## config.mk

```make
export PLATFORM = sky130hd
export DESIGN_NAME = pipe_stage_chain_flat
export DESIGN_NICKNAME = d
export VERILOG_FILES = /design/src/rtl/pipe_stage_chain_pkg.sv /design/src/rtl/pipe_stage_chain_if.sv /design/src/rtl/stage_reg.sv /design/src/rtl/pipe_stage_chain.sv /design/src/flat_wrapper.sv
export SDC_FILE = /design/constraint.sdc
export NUM_CORES = 1
export LEC_CHECK = 0
export ABC_CLOCK_PERIOD_IN_PS = 2250
export CAP_MARGIN = 20
export CORE_MARGIN = 2
export CORE_UTILIZATION = 44
export CTS_CLUSTER_DIAMETER = 30
export CTS_CLUSTER_SIZE = 20
export DETAILED_ROUTE_END_ITERATION = 8
export PLACE_DENSITY = 0.84
export SLEW_MARGIN = 20
export SYNTH_ARGS = -nofsm -noshare
export SYNTH_HDL_FRONTEND = slang
export SYNTH_SLANG_ARGS = --single-unit
```

## constraint.sdc

```tcl
create_clock -name clk -period 2.25 [get_ports clk]
set_clock_uncertainty 0.05 [all_clocks]
set_input_delay 0.225 -clock clk [delete_from_list [all_inputs] [get_ports clk]]
set_output_delay 0.225 -clock clk [all_outputs]
set_load 0.02 [all_outputs]
```

## src/rtl/pipe_stage_chain_pkg.sv

```systemverilog
// Shared MIPS control encodings and the per-stage control bundle
// carried down the pipeline.
package pipe_stage_chain_pkg;

    localparam logic [2:0] PC_NEXT      = 3'd0;
    localparam logic [1:0] WB_ADDR_RD   = 2'd0;
    localparam logic [1:0] WB_ADDR_RT   = 2'd1;
    localparam logic [1:0] WB_ADDR_LINK = 2'd2;
    localparam logic [4:0] LinkReg      = 5'd31;

    typedef struct packed {
        logic [4:0] regw_addr;
        logic       is_branch;
        logic       wb_wen;
        logic       wb_data_src;
        logic       mem_ren;
        logic       mem_wen;
    } ctl_t;

    localparam int unsigned CtlWidth = $bits(ctl_t);

    // An invalid slot must never carry live control, so every field is masked.
    function automatic ctl_t ctl_gate(ctl_t c, logic v);
        ctl_t r;
        r.regw_addr   = c.regw_addr & {5{v}};
        r.is_branch   = c.is_branch & v;
        r.wb_wen      = c.wb_wen & v;
        r.wb_data_src = c.wb_data_src & v;
        r.mem_ren     = c.mem_ren & v;
        r.mem_wen     = c.mem_wen & v;
        return r;
    endfunction

endpackage

```

## src/rtl/pipe_stage_chain_if.sv

```systemverilog
// Controller/decoder-facing signal bundle of the pipeline stage chain.
interface pipe_stage_chain_if;

    logic        if_rst, id_rst, exe_rst, mem_rst, wb_rst;
    logic        if_en, id_en, exe_en, mem_en, wb_en;
    logic [31:0] inst;
    logic [2:0]  pc_src;
    logic [1:0]  wb_addr_src;
    logic        wb_data_src, wb_wen, mem_ren, mem_wen, unrecognized;

    logic        if_valid, id_valid, exe_valid, mem_valid, wb_valid;
    logic        is_branch_exe, wb_wen_exe, wb_data_src_exe;
    logic [4:0]  regw_addr_exe;
    logic        is_branch_mem, wb_wen_mem, wb_data_src_mem;
    logic [4:0]  regw_addr_mem;
    logic        mem_ren_mem, mem_wen_mem;
    logic [4:0]  regw_addr_wb;
    logic        wb_wen_wb, wb_data_src_wb;
    logic [31:0] retired;
    logic        illegal_seen;

    modport master (
        output if_rst, id_rst, exe_rst, mem_rst, wb_rst,
        output if_en, id_en, exe_en, mem_en, wb_en,
        output inst, pc_src, wb_addr_src, wb_data_src, wb_wen, mem_ren, mem_wen, unrecognized,
        input  if_valid, id_valid, exe_valid, mem_valid, wb_valid,
        input  is_branch_exe, wb_wen_exe, wb_data_src_exe, regw_addr_exe,
        input  is_branch_mem, wb_wen_mem, wb_data_src_mem, regw_addr_mem,
        input  mem_ren_mem, mem_wen_mem,
        input  regw_addr_wb, wb_wen_wb, wb_data_src_wb,
        input  retired, illegal_seen
    );

    modport slave (
        input  if_rst, id_rst, exe_rst, mem_rst, wb_rst,
        input  if_en, id_en, exe_en, mem_en, wb_en,
        input  inst, pc_src, wb_addr_src, wb_data_src, wb_wen, mem_ren, mem_wen, unrecognized,
        output if_valid, id_valid, exe_valid, mem_valid, wb_valid,
        output is_branch_exe, wb_wen_exe, wb_data_src_exe, regw_addr_exe,
        output is_branch_mem, wb_wen_mem, wb_data_src_mem, regw_addr_mem,
        output mem_ren_mem, mem_wen_mem,
        output regw_addr_wb, wb_wen_wb, wb_data_src_wb,
        output retired, illegal_seen
    );

endinterface

```

## src/rtl/stage_reg.sv

```systemverilog
// One pipeline stage register: valid bit plus payload, with
// clear-over-load-over-hold priority.
module stage_reg #(
    parameter int unsigned Width = 1
) (
    input  logic             clk,
    input  logic             rst_n,
    input  logic             clr_i,
    input  logic             en_i,
    input  logic             valid_i,
    input  logic [Width-1:0] data_i,
    output logic             valid_o,
    output logic [Width-1:0] data_o
);

    logic             valid_q;
    logic [Width-1:0] data_q;

    always_ff @(posedge clk or negedge rst_n) begin
        if (!rst_n) begin
            valid_q <= 1'b0;
            data_q  <= '0;
        end else if (clr_i) begin
            valid_q <= 1'b0;
            data_q  <= '0;
        end else if (en_i) begin
            valid_q <= valid_i;
            data_q  <= data_i;
        end
    end

    assign valid_o = valid_q;
    assign data_o  = data_q;

endmodule

```

## src/rtl/pipe_stage_chain.sv

```systemverilog
// Five-stage valid/control shift chain: carries decoded write-back and memory
// control from ID down to WB, counts retirements and flags illegal issue.
module pipe_stage_chain #(
    parameter logic [2:0] PC_NEXT      = pipe_stage_chain_pkg::PC_NEXT,
    parameter logic [1:0] WB_ADDR_RD   = pipe_stage_chain_pkg::WB_ADDR_RD,
    parameter logic [1:0] WB_ADDR_RT   = pipe_stage_chain_pkg::WB_ADDR_RT,
    parameter logic [1:0] WB_ADDR_LINK = pipe_stage_chain_pkg::WB_ADDR_LINK
) (
    input logic               clk,
    input logic               rst_n,
    pipe_stage_chain_if.slave bus
);

    import pipe_stage_chain_pkg::ctl_t;
    import pipe_stage_chain_pkg::ctl_gate;
    import pipe_stage_chain_pkg::CtlWidth;
    import pipe_stage_chain_pkg::LinkReg;

    logic        if_valid_q;
    logic        id_valid, exe_valid, mem_valid, wb_valid;
    logic        id_data_unused;
    logic [4:0]  id_addr;
    ctl_t        id_ctl, exe_ctl, mem_ctl, wb_ctl;
    ctl_t        exe_out, mem_out, wb_out;
    logic [31:0] retired_q, retired_d;
    logic        illegal_q, illegal_d;

    always_ff @(posedge clk or negedge rst_n) begin
        if (!rst_n) begin
            if_valid_q <= 1'b0;
        end else if (bus.if_rst) begin
            if_valid_q <= 1'b0;
        end else if (bus.if_en) begin
            if_valid_q <= 1'b1;
        end
    end

    always_comb begin
        id_addr = 5'd0;
        if (bus.wb_addr_src == WB_ADDR_RD) begin
            id_addr = bus.inst[15:11];
        end else if (bus.wb_addr_src == WB_ADDR_RT) begin
            id_addr = bus.inst[20:16];
        end else if (bus.wb_addr_src == WB_ADDR_LINK) begin
            id_addr = LinkReg;
        end
    end

    always_comb begin
        id_ctl.regw_addr   = id_addr;
        id_ctl.is_branch   = (bus.pc_src != PC_NEXT);
        id_ctl.wb_wen      = bus.wb_wen;
        id_ctl.wb_data_src = bus.wb_data_src;
        id_ctl.mem_ren     = bus.mem_ren;
        id_ctl.mem_wen     = bus.mem_wen;
    end

    // ID carries only its valid bit; the decode fields are live ID inputs.
    stage_reg #(.Width(1)) u_id (
        .clk     (clk),
        .rst_n   (rst_n),
        .clr_i   (bus.id_rst),
        .en_i    (bus.id_en),
        .valid_i (if_valid_q),
        .data_i  (1'b0),
        .valid_o (id_valid),
        .data_o  (id_data_unused)
    );

    stage_reg #(.Width(CtlWidth)) u_exe (
        .clk     (clk),
        .rst_n   (rst_n),
        .clr_i   (bus.exe_rst),
        .en_i    (bus.exe_en),
        .valid_i (id_valid),
        .data_i  (ctl_gate(id_ctl, id_valid)),
        .valid_o (exe_valid),
        .data_o  (exe_ctl)
    );

    stage_reg #(.Width(CtlWidth)) u_mem (
        .clk     (clk),
        .rst_n   (rst_n),
        .clr_i   (bus.mem_rst),
        .en_i    (bus.mem_en),
        .valid_i (exe_valid),
        .data_i  (exe_ctl),
        .valid_o (mem_valid),
        .data_o  (mem_ctl)
    );

    stage_reg #(.Width(CtlWidth)) u_wb (
        .clk     (clk),
        .rst_n   (rst_n),
        .clr_i   (bus.wb_rst),
        .en_i    (bus.wb_en),
        .valid_i (mem_valid),
        .data_i  (mem_ctl),
        .valid_o (wb_valid),
        .data_o  (wb_ctl)
    );

    always_comb begin
        retired_d = retired_q;
        illegal_d = illegal_q;
        if (wb_valid && bus.wb_en && !bus.wb_rst) begin
            retired_d = retired_q + 32'd1;
        end
        if (bus.exe_en && !bus.exe_rst && id_valid && bus.unrecognized) begin
            illegal_d = 1'b1;
        end
    end

    always_ff @(posedge clk or negedge rst_n) begin
        if (!rst_n) begin
            retired_q <= 32'd0;
            illegal_q <= 1'b0;
        end else begin
            retired_q <= retired_d;
            illegal_q <= illegal_d;
        end
    end

    assign exe_out = ctl_gate(exe_ctl, exe_valid);
    assign mem_out = ctl_gate(mem_ctl, mem_valid);
    assign wb_out  = ctl_gate(wb_ctl, wb_valid);

    assign bus.if_valid        = if_valid_q;
    assign bus.id_valid        = id_valid;
    assign bus.exe_valid       = exe_valid;
    assign bus.mem_valid       = mem_valid;
    assign bus.wb_valid        = wb_valid;
    assign bus.is_branch_exe   = exe_out.is_branch;
    assign bus.wb_wen_exe      = exe_out.wb_wen;
    assign bus.wb_data_src_exe = exe_out.wb_data_src;
    assign bus.regw_addr_exe   = exe_out.regw_addr;
    assign bus.is_branch_mem   = mem_out.is_branch;
    assign bus.wb_wen_mem      = mem_out.wb_wen;
    assign bus.wb_data_src_mem = mem_out.wb_data_src;
    assign bus.regw_addr_mem   = mem_out.regw_addr;
    assign bus.mem_ren_mem     = mem_out.mem_ren;
    assign bus.mem_wen_mem     = mem_out.mem_wen;
    assign bus.regw_addr_wb    = wb_out.regw_addr;
    assign bus.wb_wen_wb       = wb_out.wb_wen;
    assign bus.wb_data_src_wb  = wb_out.wb_data_src;
    assign bus.retired         = retired_q;
    assign bus.illegal_seen    = illegal_q;

    logic ctl_unused;
    assign ctl_unused = ^{exe_out.mem_ren, exe_out.mem_wen, wb_out.is_branch,
                          wb_out.mem_ren, wb_out.mem_wen};

endmodule

```

## src/flat_wrapper.sv

```systemverilog
// flat-port wrapper written by rule: the top's interface ports become plain ports
module pipe_stage_chain_flat import pipe_stage_chain_pkg::ctl_t; import pipe_stage_chain_pkg::ctl_gate; import pipe_stage_chain_pkg::CtlWidth; import pipe_stage_chain_pkg::LinkReg;
#(
    parameter logic [2:0] PC_NEXT      = pipe_stage_chain_pkg::PC_NEXT,
    parameter logic [1:0] WB_ADDR_RD   = pipe_stage_chain_pkg::WB_ADDR_RD,
    parameter logic [1:0] WB_ADDR_RT   = pipe_stage_chain_pkg::WB_ADDR_RT,
    parameter logic [1:0] WB_ADDR_LINK = pipe_stage_chain_pkg::WB_ADDR_LINK
)
  (clk, rst_n, bus_if_rst, bus_id_rst, bus_exe_rst, bus_mem_rst, bus_wb_rst, bus_if_en, bus_id_en, bus_exe_en, bus_mem_en, bus_wb_en, bus_inst, bus_pc_src, bus_wb_addr_src, bus_wb_data_src, bus_wb_wen, bus_mem_ren, bus_mem_wen, bus_unrecognized, bus_if_valid, bus_id_valid, bus_exe_valid, bus_mem_valid, bus_wb_valid, bus_is_branch_exe, bus_wb_wen_exe, bus_wb_data_src_exe, bus_regw_addr_exe, bus_is_branch_mem, bus_wb_wen_mem, bus_wb_data_src_mem, bus_regw_addr_mem, bus_mem_ren_mem, bus_mem_wen_mem, bus_regw_addr_wb, bus_wb_wen_wb, bus_wb_data_src_wb, bus_retired, bus_illegal_seen);
  pipe_stage_chain_if bus_i ();
  input logic clk;
  input logic rst_n;
  input wire logic [$bits(bus_i.if_rst)-1:0] bus_if_rst;
  input wire logic [$bits(bus_i.id_rst)-1:0] bus_id_rst;
  input wire logic [$bits(bus_i.exe_rst)-1:0] bus_exe_rst;
  input wire logic [$bits(bus_i.mem_rst)-1:0] bus_mem_rst;
  input wire logic [$bits(bus_i.wb_rst)-1:0] bus_wb_rst;
  input wire logic [$bits(bus_i.if_en)-1:0] bus_if_en;
  input wire logic [$bits(bus_i.id_en)-1:0] bus_id_en;
  input wire logic [$bits(bus_i.exe_en)-1:0] bus_exe_en;
  input wire logic [$bits(bus_i.mem_en)-1:0] bus_mem_en;
  input wire logic [$bits(bus_i.wb_en)-1:0] bus_wb_en;
  input wire logic [$bits(bus_i.inst)-1:0] bus_inst;
  input wire logic [$bits(bus_i.pc_src)-1:0] bus_pc_src;
  input wire logic [$bits(bus_i.wb_addr_src)-1:0] bus_wb_addr_src;
  input wire logic [$bits(bus_i.wb_data_src)-1:0] bus_wb_data_src;
  input wire logic [$bits(bus_i.wb_wen)-1:0] bus_wb_wen;
  input wire logic [$bits(bus_i.mem_ren)-1:0] bus_mem_ren;
  input wire logic [$bits(bus_i.mem_wen)-1:0] bus_mem_wen;
  input wire logic [$bits(bus_i.unrecognized)-1:0] bus_unrecognized;
  output wire logic [$bits(bus_i.if_valid)-1:0] bus_if_valid;
  output wire logic [$bits(bus_i.id_valid)-1:0] bus_id_valid;
  output wire logic [$bits(bus_i.exe_valid)-1:0] bus_exe_valid;
  output wire logic [$bits(bus_i.mem_valid)-1:0] bus_mem_valid;
  output wire logic [$bits(bus_i.wb_valid)-1:0] bus_wb_valid;
  output wire logic [$bits(bus_i.is_branch_exe)-1:0] bus_is_branch_exe;
  output wire logic [$bits(bus_i.wb_wen_exe)-1:0] bus_wb_wen_exe;
  output wire logic [$bits(bus_i.wb_data_src_exe)-1:0] bus_wb_data_src_exe;
  output wire logic [$bits(bus_i.regw_addr_exe)-1:0] bus_regw_addr_exe;
  output wire logic [$bits(bus_i.is_branch_mem)-1:0] bus_is_branch_mem;
  output wire logic [$bits(bus_i.wb_wen_mem)-1:0] bus_wb_wen_mem;
  output wire logic [$bits(bus_i.wb_data_src_mem)-1:0] bus_wb_data_src_mem;
  output wire logic [$bits(bus_i.regw_addr_mem)-1:0] bus_regw_addr_mem;
  output wire logic [$bits(bus_i.mem_ren_mem)-1:0] bus_mem_ren_mem;
  output wire logic [$bits(bus_i.mem_wen_mem)-1:0] bus_mem_wen_mem;
  output wire logic [$bits(bus_i.regw_addr_wb)-1:0] bus_regw_addr_wb;
  output wire logic [$bits(bus_i.wb_wen_wb)-1:0] bus_wb_wen_wb;
  output wire logic [$bits(bus_i.wb_data_src_wb)-1:0] bus_wb_data_src_wb;
  output wire logic [$bits(bus_i.retired)-1:0] bus_retired;
  output wire logic [$bits(bus_i.illegal_seen)-1:0] bus_illegal_seen;
  assign bus_i.if_rst = bus_if_rst;
  assign bus_i.id_rst = bus_id_rst;
  assign bus_i.exe_rst = bus_exe_rst;
  assign bus_i.mem_rst = bus_mem_rst;
  assign bus_i.wb_rst = bus_wb_rst;
  assign bus_i.if_en = bus_if_en;
  assign bus_i.id_en = bus_id_en;
  assign bus_i.exe_en = bus_exe_en;
  assign bus_i.mem_en = bus_mem_en;
  assign bus_i.wb_en = bus_wb_en;
  assign bus_i.inst = bus_inst;
  assign bus_i.pc_src = bus_pc_src;
  assign bus_i.wb_addr_src = bus_wb_addr_src;
  assign bus_i.wb_data_src = bus_wb_data_src;
  assign bus_i.wb_wen = bus_wb_wen;
  assign bus_i.mem_ren = bus_mem_ren;
  assign bus_i.mem_wen = bus_mem_wen;
  assign bus_i.unrecognized = bus_unrecognized;
  assign bus_if_valid = bus_i.if_valid;
  assign bus_id_valid = bus_i.id_valid;
  assign bus_exe_valid = bus_i.exe_valid;
  assign bus_mem_valid = bus_i.mem_valid;
  assign bus_wb_valid = bus_i.wb_valid;
  assign bus_is_branch_exe = bus_i.is_branch_exe;
  assign bus_wb_wen_exe = bus_i.wb_wen_exe;
  assign bus_wb_data_src_exe = bus_i.wb_data_src_exe;
  assign bus_regw_addr_exe = bus_i.regw_addr_exe;
  assign bus_is_branch_mem = bus_i.is_branch_mem;
  assign bus_wb_wen_mem = bus_i.wb_wen_mem;
  assign bus_wb_data_src_mem = bus_i.wb_data_src_mem;
  assign bus_regw_addr_mem = bus_i.regw_addr_mem;
  assign bus_mem_ren_mem = bus_i.mem_ren_mem;
  assign bus_mem_wen_mem = bus_i.mem_wen_mem;
  assign bus_regw_addr_wb = bus_i.regw_addr_wb;
  assign bus_wb_wen_wb = bus_i.wb_wen_wb;
  assign bus_wb_data_src_wb = bus_i.wb_data_src_wb;
  assign bus_retired = bus_i.retired;
  assign bus_illegal_seen = bus_i.illegal_seen;
  pipe_stage_chain #(.PC_NEXT(PC_NEXT), .WB_ADDR_RD(WB_ADDR_RD), .WB_ADDR_RT(WB_ADDR_RT), .WB_ADDR_LINK(WB_ADDR_LINK)) u_core (.clk(clk), .rst_n(rst_n), .bus(bus_i));
endmodule
```

# After elaboration in Yosys (flattened, before gate mapping)
# Cells that the tools add are included.
dict set report totals {
  register_bits 68
  input_bits 54
  out_inout_bits 63
  word_cells 65
}
dict set report classes {
  addsub 1
  n_eq_ne 2
  n_mux 19
  n_bitwise 19
  reduce_logical 14
}
# op count
set op_table {}
lappend op_table {{10-bit 2-to-1 mux} 6}
lappend op_table {{32-bit by 1-bit adder with 32-bit output (second input constant)} 1}
lappend op_table {{5-bit AND} 4}
lappend op_table {{1-bit AND} 15}
lappend op_table {{5-bit 2-to-1 mux} 3}
lappend op_table {{1-bit 2-to-1 mux} 10}
lappend op_table {{2-bit nonzero test} 5}
lappend op_table {{1-bit logical AND} 5}
lappend op_table {{3-bit nonzero test} 1}
lappend op_table {{2-bit by 1-bit == test with 1-bit output (second input constant)} 1}
lappend op_table {{2-bit == test (second input constant)} 1}
lappend op_table {{1-bit logical NOT} 2}
lappend op_table {{2-bit logical NOT} 1}

# Logic depth before layout (Yosys ltp)
# Gate-level depths: netlist of run 1.
dict set report depth {
  ltp_word 7
  depth_mapped 5
  mapped_depth_nobuf 5
}

# By module
# A second synthesis of run 1 with hierarchy kept.
dict set report unflattened {
  cells_unflattened 291
  hier_area_um2 3250.6
}
# mod n_inst cells_per_inst area_each_um2 seq_area_each_um2
set modules_own_cells {}
lappend modules_own_cells {pipe_stage_chain 1 180 1848.0 850.8}
lappend modules_own_cells {{stage_reg at u_core.u_exe ...} 3 35 441.7 275.3}
lappend modules_own_cells {{stage_reg at u_core.u_id} 1 6 77.6 50.0}

# Worst setup path before layout of run 1
# Ideal clock, no wire load.
dict set report synth_path {
  path_type {reg-to-reg}
  start {reg u_core.retired_q[0] (netlist: u_core.bus.retired[0])}
  end {reg u_core.retired_q[18] (netlist: u_core.bus.retired[18])}
  setup_ns 0.131
  t_arrival_ns 1.664
  required_time_ns 2.069
  slack_ns 0.405
  path_stages_with_launch 6
  path_buffers 0
  synth_period_minus_slack_ns 1.845
  cell_sequence {dfrtp_1 -> ha_1 -> nand4b_1 -> nor4_4 -> nand4_1 -> xnor2_1}
}
dict set report synth_via {
  elab_chain_cells 1
}
# item line_no
set synth_lines {}
lappend synth_lines {{from (decl)} pipe_stage_chain.sv:25} ;# logic [31:0] retired_q, retired_d;
lappend synth_lines {{from (signal assigned)} pipe_stage_chain.sv:119} ;# retired_q <= retired_d;
lappend synth_lines {{32-bit by 1-bit adder with 32-bit output} pipe_stage_chain.sv:107} ;# retired_d = retired_q + 32'd1;
# No other way between the ends.
# A chain may end at the register's enable or synchronous reset.

# Worst setup path after layout of run 1
dict set report layout_path {
  start {reg u_core.u_mem.valid_q (netlist: u_core.u_mem.valid_o)}
  end {out bus_regw_addr_mem[4]}
}
dict set report layout_via {
  elab_chain_cells 1
}
# item line_no
set layout_lines {}
lappend layout_lines {{from (decl)} stage_reg.sv:16} ;# logic valid_q;
lappend layout_lines {{from (signal assigned)} stage_reg.sv:27} ;# valid_q <= valid_i;
lappend layout_lines {{5-bit AND} pipe_stage_chain_pkg.sv:25} ;# r.regw_addr = c.regw_addr & {5{v}};
lappend layout_lines {{to (decl)} flat_wrapper.sv:43} ;# output wire logic [$bits(bus_i.regw_addr_mem)-1:0] bus_regw_addr_mem;
# No other way between the ends.

==> results of run 1 <==
[cell families after synthesis]
family / share of synthesized area
flip-flops: 0.537
AO/OA/AOI/OAI: 0.0372
XOR/XNOR: 0.0896
multiplexers: 0.0731
buffers and inverters: 0.0153
adder cells (fa/ha/maj): 0.00413
AND/OR/NAND/NOR: 0.244
[routing by layer]
| metal | share of wire | global-route usage | vias to the layer above | wire length (um) |
|---|---|---|---|---|
| met4 | 0.018 | 0.0810 | 0 | 122 |
| met5 | 0 | 0 | - | 0 |
| met2 | 0.49 | 0.325 | 90 | 3240 |
| li1 | - | - | 1154 | - |
| met1 | 0.42 | 0.210 | 1175 | 2790 |
| met3 | 0.074 | 0.0502 | 13 | 493 |
[metrics by stage]
stage | instances | area, sq um
2_1_floorplan | 275 | 3030
3_3_place_gp | 445 | 4090
3_5_place_dp | 445 | 4090
4_1_cts | 461 | 4260
5_1_grt | 461 | 4260
6_report | 461 | 4260
[sequential cells by signal, summed over array words and instances, names as in the netlist]
register	cells
u_core.u_mem.data_o	10
u_core.u_mem.valid_o	1
u_core.u_wb.valid_o	1
u_core.bus.illegal_seen	1
u_core.u_exe.valid_o	1
u_core.u_id.valid_o	1
u_core.u_wb.data_o	7
u_core.bus.retired	32
u_core.bus.if_valid	1
u_core.u_exe.data_o	10
[critical path, delay by kind of cell (launching register included)]
family,cells,cell delay (ns)
buffers and inverters,1,0.61
DFF,1,0.55
and+or+nand+nor,1,0.20
[worst paths after layout]
check / startpoint / endpoint / slack, ns / cells past startpoint
setup / recovery: u_core.u_mem.valid_o / bus_regw_addr_mem[4] / 0.29 / 2
max in group asynchronous: rst_n / u_core.u_wb.data_o[3] / 1.48 / 3
min in group asynchronous: rst_n / u_core.u_wb.data_o[6] / 0.38 / 3
hold reg to reg: u_core.bus.illegal_seen / u_core.bus.illegal_seen / 0.43 / 1
setup reg to reg: u_core.bus.retired[1] / u_core.bus.retired[24] / 0.45 / 6
hold / removal: bus_id_rst / u_core.u_id.valid_o / 0.36 / 2
[cell usage in the layout, fill, tap and decap left out, types with 2 or more instances in the layout]
cell             count
clkbuf_8            10
mux2i_1             21
xnor2_1             25
dfrtp_1             65
xor2_1               6
and4_1               3
and3_1              10
nand4b_1             2
nand2b_1            10
a21oi_1             10
nand3_1             23
nand4_1              9
buf_4                6
nand2_1              7
and2_1              25
nor4_4               2
o2bb2ai_1            5
clkdlybuf4s50_1     93
nor2_1              31
clkinv_2             4
[what timing repair did]
action / CTS / global route
hold endpoints to repair: 65 / 0
hold buffers: 1 / 0
resized for setup: 0 / 0
setup endpoints to repair: 0 / 0
[synthesized netlist by cell type (2+ instances only)]
| library cell | count |
|---|---|
| nand2_1 | 7 |
| xnor2_1 | 25 |
| a21oi_1 | 10 |
| nand4b_1 | 2 |
| o2bb2ai_1 | 5 |
| nand3_1 | 23 |
| and2_1 | 25 |
| clkbuf_1 | 9 |
| nor4_4 | 2 |
| and4_1 | 3 |
| mux2i_1 | 21 |
| nand4_1 | 9 |
| nor2_1 | 31 |
| xor2_1 | 6 |
| and3_1 | 10 |
| dfrtp_1 | 65 |
| nand2b_1 | 10 |
[where the power goes]
group,internal [W],switching (W),total [W]
Combinational,0.0000944,0.0000807,0.000175
Clock,0.000416,0.000414,0.000830
Sequential,0.00118,0.0000146,0.00120
[layout make-up]
cell class	instances	share of cell area
timing repair buffer	102	0.237
tap	80	0.0235
clock buffer	11	0.0332
multi-input combinational	198	0.319
sequential	65	0.382
clock inverter	4	0.00470
inverter	1	0.000881
==> impl_metrics.ini, run 1 <==
[status]
status = finished clean

[power_and_ir_drop]
total_power_w = 0.00220
p_per_area_nw_per_um2 = 517
leakage_nw = 1.93
ir_worst_vdd_uv = 246

[clocking]
cts_buffer_depth = 2
clkLatencyLatePin_ns = 0.34
cts-htree-levels = 3
cts_buffers = 9
clockRootBuffer = clkbuf_8
cts_tree = yes
clock-sinks = 65
post_cts_buffers = 0
clk_pin_slew_ns = 0.07

[cells_and_area]
n_fill_cell = 557
syn2layout_area_growth_pct = 40.6
ff_latch_area_sq_um = 1630
fin_util = 0.634
diodes = 0
layout-drive-gt1-share = 0.0735
multi_input_area_sq_um = 1360
final_nets = 432

[yosys]
ys_types = 29
ys_warn_count = 0
syn_inst = 275
synth_area_sq_um = 3030
synth-edff-count = 0
synth_area_leader_cell = dfrtp_1
synth_flop_cell = dfrtp_1
synth_area_leaders = dfrtp_1 54%, xnor2_1 7.2%, mux2i_1 6.9%, and2_1 5.2%, nor2_1 3.8%
ys_async_sr_fraction = 1.00
seq_area_frac_synth = 0.537
synth_nets = 330
yosysTopAreaCellShare = 0.537
syn_avg_cell_area_sq_um = 11.0
ys_ff_latch = 65

[detailed_routing]
avgRoutedWirePerCell_um = 14.4
via_per_inst = 5.28
drc = 0
routed_wl_um = 6650
vias = 2432
drtIter0Drc = 74
final_antenna_net_count = 0
drtPass1Iterations = 4

[place]
gp_congestion = 0.799
port_buffers = 94
place_ws_ns = 0.269
dp_hpwl_um = 4910

[sta]
period_minus_slack_ns = 1.96
hold_viol = 0
layout_setup_ws_ns = 0.291
fin_tns_setup_ns = 0
setup_viol = 0
rsz0062_at_grt = false
slew_headroom = 0.564
holdWs_ns = 0.364
tightest_slew_ns = 0.652
drv_slew = 0
fmax_mhz = 510
fin_crit_sh = 0.871

[grt]
grt-ovfl-total = 0
grt_max_degree = 66
antenna_found_initial = 0
gr-usage-all-layers = 0.185
grt_pass1_wl_um = 10900
grt_pass1_vias = 2404

[min_path]
hp-class = in2reg

[floorplan]
io-pin-count = 117
rows = 30
start_util = 0.451
die_area_sq_um = 7570
core-area_sq_um = 6720
fp.dieW_um = 87.0
die_h_um = 87.0

[critical_path]
crit_path_cell_trace = and2_1 > clkdlybuf4s50_1
cp_max_fo = 13
max_stage_delay_ns = 0.61
critPathRequiredTime_ns = 1.98
critPathArrivalTime_ns = 1.68
end_kind = primary output
slowest_stage = clkdlybuf4s50_1
worst_setup_path_start_kind = register
path_class = reg2out

[run]
drv_cap = 0
No activity file was read; power rests on OpenSTA's default activity.
==> inputs of run 2 (changes only) <==
--- a/config.mk
+++ b/config.mk
@@ -12,6 +12,7 @@
 export CTS_CLUSTER_DIAMETER = 30
 export CTS_CLUSTER_SIZE = 20
 export DETAILED_ROUTE_END_ITERATION = 8
+export GPL_TIMING_DRIVEN = 0
 export PLACE_DENSITY = 0.84
 export SLEW_MARGIN = 20
 export SYNTH_ARGS = -nofsm -noshare
==> run 2 against run 1 <==
Effect of this change:
- power up 9.1%
- worst hold slack worse by 0.10 ns
- largest cell class unchanged
- non-clock buffer count is 4 higher
- global-route usage is 0.50 points higher
- first-iteration DRC count rose by 1.4%
- sequential cell count unchanged
- clock-buffer cell count up 3
- clock power up 24%
- largest power group unchanged
- via count increased by 0.25%
- sequential share of layout area shrank 0.44 points
- register-to-register slack worse by 0.16 ns
==> impl_metrics.ini, run 2 (synthesis gave the netlist of run 1 again) <==
[status]
status = finished clean

[floorplan]
io-pin-count = 117
die_h_um = 87.0
start_util = 0.451
core-area_sq_um = 6720
rows = 30
fp.dieW_um = 87.0
die_area_sq_um = 7570

[cells_and_area]
largest_register_ffs = 32
diodes = 0
layout_commonest_cell = clkdlybuf4s50_1
mostFrequentLayoutCells = 93 x clkdlybuf4s50_1, 65 x dfrtp_1, 31 x nor2_1
layout-drive-gt1-share = 0.0596
fin_cells = 466
syn2layout_area_growth_pct = 42.2
final_nets = 436
post-route-cell-area_sq_um = 4310

[detailed_routing]
final_antenna_net_count = 0
drtIter0Drc = 75
avgRoutedWirePerCell_um = 14.6
drc = 0
vias = 2438
via_per_inst = 5.23
drtPass1Iterations = 5
routed_wl_um = 6810

[min_path]
hp-class = in2async

[grt]
antenna_found_initial = 0
gr-usage-all-layers = 0.190
grt_most_used_layer = met2
grt_pass1_vias = 2498
grtUsageMet3 = 0.0531
grt-ovfl-total = 0
met2_usage = 0.328
grt_max_degree = 48
grt_pass1_wl_um = 11300
met1_usage = 0.215

[place]
port_buffers = 94
gp_congestion = 0.776
placed_area_sq_um = 4100
dp_hpwl_um = 5040
dpl.cell_count = 450
place_ws_ns = 0.117

[sta]
layout_setup_ws_ns = 0.128
drv_slew = 0
fmax_mhz = 471
slew_headroom = 0.535
tightest_slew_ns = 0.698
fin_crit_sh = 0.943
period_minus_slack_ns = 2.12
rsz0062_at_grt = false
hold_viol = 0
fin_tns_setup_ns = 0
setup_viol = 0

[critical_path]
worst_setup_path_start_kind = register
critPathRequiredTime_ns = 1.98
endpoint = bus_regw_addr_wb[0]
cp_top_family = buffers and inverters
path_class = reg2out
cp_max_fo = 10
end_kind = primary output
ff2ff_path_depth = 5
critPathArrivalTime_ns = 1.85
crit_path_cell_trace = clkbuf_1 > and2_1 > clkdlybuf4s50_1
r2r_start = u_core.bus.retired[0]
slowest_stage = clkdlybuf4s50_1
r2r_setup_slack_ns = 0.29
cp-startpoint = u_core.u_wb.valid_o
r2r-end = u_core.bus.retired[30]
cp_num_cells = 3
critPathBufInv = 2
max_stage_delay_ns = 0.63

[power_and_ir_drop]
ir_worst_vdd_uv = 394
total_power_w = 0.00240
leakage_nw = 1.94
p_per_area_nw_per_um2 = 557

[clocking]
clock-sinks = 65
cts-htree-levels = 3
clkLatencyLatePin_ns = 0.34
clockRootBuffer = clkbuf_8
cts_buffer_depth = 2
cts_resized = 0
cts_tree = yes
cts_buffers = 9
clk_pin_slew_ns = 0.07

[run]
drv_cap = 0
-- run 2: cell types whose count changed in the layout (fill, tap and decap cells not counted), sizes merged --
cell	previous run	this run
bufinv	0	1
buf	8	4
clkinv	4	1
clkbuf	11	22
-- run 2: power by group --
group	leakage, nW	internal, W	switching [W]
Sequential	0.903	0.00118	0.0000123
Clock	0.107	0.000602	0.000426
Combinational	0.928	0.0000949	0.0000856
Total	1.94	0.00188	0.000524
-- run 2: worst min-delay path by stage --
stage	startpoint	endpoint	slack, ns	cells after the start
3_5_place_dp	rst_n	u_core.bus.retired[8]	0.08	1
4_1_cts	rst_n	u_core.bus.retired[8]	0.26	2
3_3_place_gp	u_core.bus.illegal_seen	u_core.bus.illegal_seen	0.40	1
6_report	rst_n	u_core.bus.retired[11]	0.26	2
5_1_grt	rst_n	u_core.bus.retired[10]	0.30	2
2_1_floorplan	rst_n	u_core.bus.if_valid	-0.12	0
-- run 2: layer usage --
metal  routed length [um]  part of all wire
met1                 2830              0.42
met2                 3340              0.49
met3                  462             0.068
met4                  174             0.026
met5                    0                 0
-- run 2: final cells by class --
cell class	count	area, sq um
plain buffers	10	38.8
clock buffers	14	173
clock inverters	2	35.0
fillers	537	2410
inverters	1	3.75
multi-input cells	198	1360
flip-flops and latches	65	1630
well taps	80	100
repair buffers	96	976
-- run 2: what timing repair did --
action / CTS / global route
setup buffers: 0 / 0
hold buffers: 1 / 0
hold endpoints to repair: 18 / 0
setup endpoints to repair: 0 / 1
-- run 2: through the flow --
| stage | util | hold WS (ns) |
|---|---|---|
| after floorplan | - | -0.121 |
| after global placement | 0.606 | 0.402 |
| after detailed placement | 0.610 | 0.0769 |
| after CTS | 0.642 | 0.255 |
| after global routing | 0.642 | 0.297 |
| final | 0.642 | 0.264 |
==> inputs of run 3 (changes only) <==
--- a/config.mk
+++ b/config.mk
@@ -6,7 +6,6 @@
 export NUM_CORES = 1
 export LEC_CHECK = 0
 export ABC_CLOCK_PERIOD_IN_PS = 2250
-export CAP_MARGIN = 20
 export CORE_MARGIN = 2
 export CORE_UTILIZATION = 44
 export CTS_CLUSTER_DIAMETER = 30
@@ -14,7 +13,6 @@
 export DETAILED_ROUTE_END_ITERATION = 8
 export GPL_TIMING_DRIVEN = 0
 export PLACE_DENSITY = 0.84
-export SLEW_MARGIN = 20
 export SYNTH_ARGS = -nofsm -noshare
 export SYNTH_HDL_FRONTEND = slang
 export SYNTH_SLANG_ARGS = --single-unit
==> run 3 against run 2 <==
Effect of this change:
- critical path depth is the same
- cell count shrank 0.21%
- worst hold slack gained 0.11 ns
- worst setup slack gained 0.023 ns
- critical path type unchanged
- die area is the same
- first-iteration DRC count shrank 28%
- register-to-register slack lost 0.02 ns
- global-route usage is essentially flat
- sequential share of layout area grew 0.11 points
- non-clock buffer count shrank 1
- clock power grew 7%
- via count shrank 0.66%
==> impl_metrics.ini, run 3 (synthesis gave the netlist of run 1 again) <==
[grt]
grt_pass1_wl_um = 11200
antenna_found_initial = 0
grt_pass1_vias = 2427
grt-ovfl-total = 0
gr-usage-all-layers = 0.190
grt_max_degree = 66

[floorplan]
die_area_sq_um = 7570
rows = 30
start_util = 0.451
fp.dieW_um = 87.0
die_h_um = 87.0
io-pin-count = 117
core-area_sq_um = 6720

[critical_path]
cp_top_family = buffers and inverters
critPathArrivalTime_ns = 1.82
cp_max_fo = 10
critPathBufInv = 2
critPathRequiredTime_ns = 1.98
path_class = reg2out
max_stage_delay_ns = 0.62
crit_path_cell_trace = clkbuf_1 > and2_1 > clkdlybuf4s50_1
worst_setup_path_start_kind = register
end_kind = primary output
slowest_stage = clkdlybuf4s50_1

[place]
dp_hpwl_um = 4970
placed_area_sq_um = 4070
place_ws_ns = 0.103
gp_congestion = 0.776
dpl.cell_count = 449
port_buffers = 94

[power_and_ir_drop]
ir_worst_vdd_uv = 381
p_per_area_nw_per_um2 = 575
leakage_nw = 1.93

[detailed_routing]
drtIter0Drc = 54
final_antenna_net_count = 0
drc = 0
avgRoutedWirePerCell_um = 14.7
via_per_inst = 5.21
routed_wl_um = 6830
drtPass1Iterations = 4
vias = 2422

[clocking]
cts_buffer_depth = 2
clockRootBuffer = clkbuf_8
clkLatencyLatePin_ns = 0.33
cts_buffers = 9
cts_tree = yes
cts_resized = 0
cts-htree-levels = 3
clock-sinks = 65
clk_pin_slew_ns = 0.07
post_cts_buffers = 0

[sta]
hold_viol = 0
tightest_slew_ns = 0.793
slew_headroom = 0.471
layout_setup_ws_ns = 0.151
fin_crit_sh = 0.933
fin_tns_setup_ns = 0
fmax_mhz = 476
setup_viol = 0
drv_slew = 0
rsz0062_at_grt = false
period_minus_slack_ns = 2.10

[cells_and_area]
post-route-cell-area_sq_um = 4300
largest_register_ffs = 32
final_nets = 435
fin_cells = 465
n_fill_cell = 541
syn2layout_area_growth_pct = 41.8
diodes = 0
layout-drive-gt1-share = 0.0545
layout_commonest_cell = clkdlybuf4s50_1
mostFrequentLayoutCells = 93 x clkdlybuf4s50_1, 65 x dfrtp_1, 31 x nor2_1

[status]
status = finished clean

[run]
drv_cap = 0

[min_path]
hp-class = in2reg
-- run 3: where the power goes --
group / total [W] / internal (W) / switching, W
clock: 0.00110 / 0.000687 / 0.000416
combinational: 0.000175 / 0.0000900 / 0.0000850
sequential: 0.00119 / 0.00118 / 0.0000124
-- run 3: stage by stage --
step / power, W / utilization / hold WS (ns)
final: 0.00247 / 0.640 / 0.372
after detailed placement: 0.00139 / 0.606 / 0.318
after global placement: 0.00139 / 0.606 / 0.402
after global routing: 0.00257 / 0.640 / 0.380
after CTS: 0.00250 / 0.640 / 0.366
after floorplan: 0.00128 / - / -0.121
-- run 3: what timing repair did --
item                                    in CTS  in global routing
hold buffers                                 1                  0
hold endpoints to repair                    65                  0
endpoints found under the setup margin       0                  4
-- run 3: cell type report --
cell class | count | area (sq um) | area share
multi-input cells | 198 | 1360 | 0.316
repair buffers | 95 | 948 | 0.221
plain buffers | 10 | 38.8 | 0.00902
flip-flops and latches | 65 | 1630 | 0.378
inverters | 1 | 3.75 | 0.000873
well taps | 80 | 100 | 0.0233
clock inverters | 2 | 60.1 | 0.0140
clock buffers | 14 | 163 | 0.0378
-- run 3: final timing paths --
path	endpoint	cells past startpoint	slack, ns	from
max reg2reg	u_core.bus.retired[30]	5	0.27	u_core.bus.retired[0]
max	bus_regw_addr_wb[0]	3	0.15	u_core.u_wb.valid_o
min reg2reg	u_core.bus.illegal_seen	1	0.43	u_core.bus.illegal_seen
min in group asynchronous	u_core.bus.retired[7]	2	0.50	rst_n
max in group asynchronous	u_core.u_mem.data_o[3]	2	1.14	rst_n
min	u_core.u_id.valid_o	2	0.37	bus_id_rst
-- run 3: routing by layer --
layer / global-route usage / wire, um / vias to the layer above
met5: 0 / 0 / -
met3: 0.0540 / 458 / 9
li1: - / - / 1158
met1: 0.219 / 2850 / 1164
met4: 0.0767 / 93 / 0
met2: 0.330 / 3430 / 91
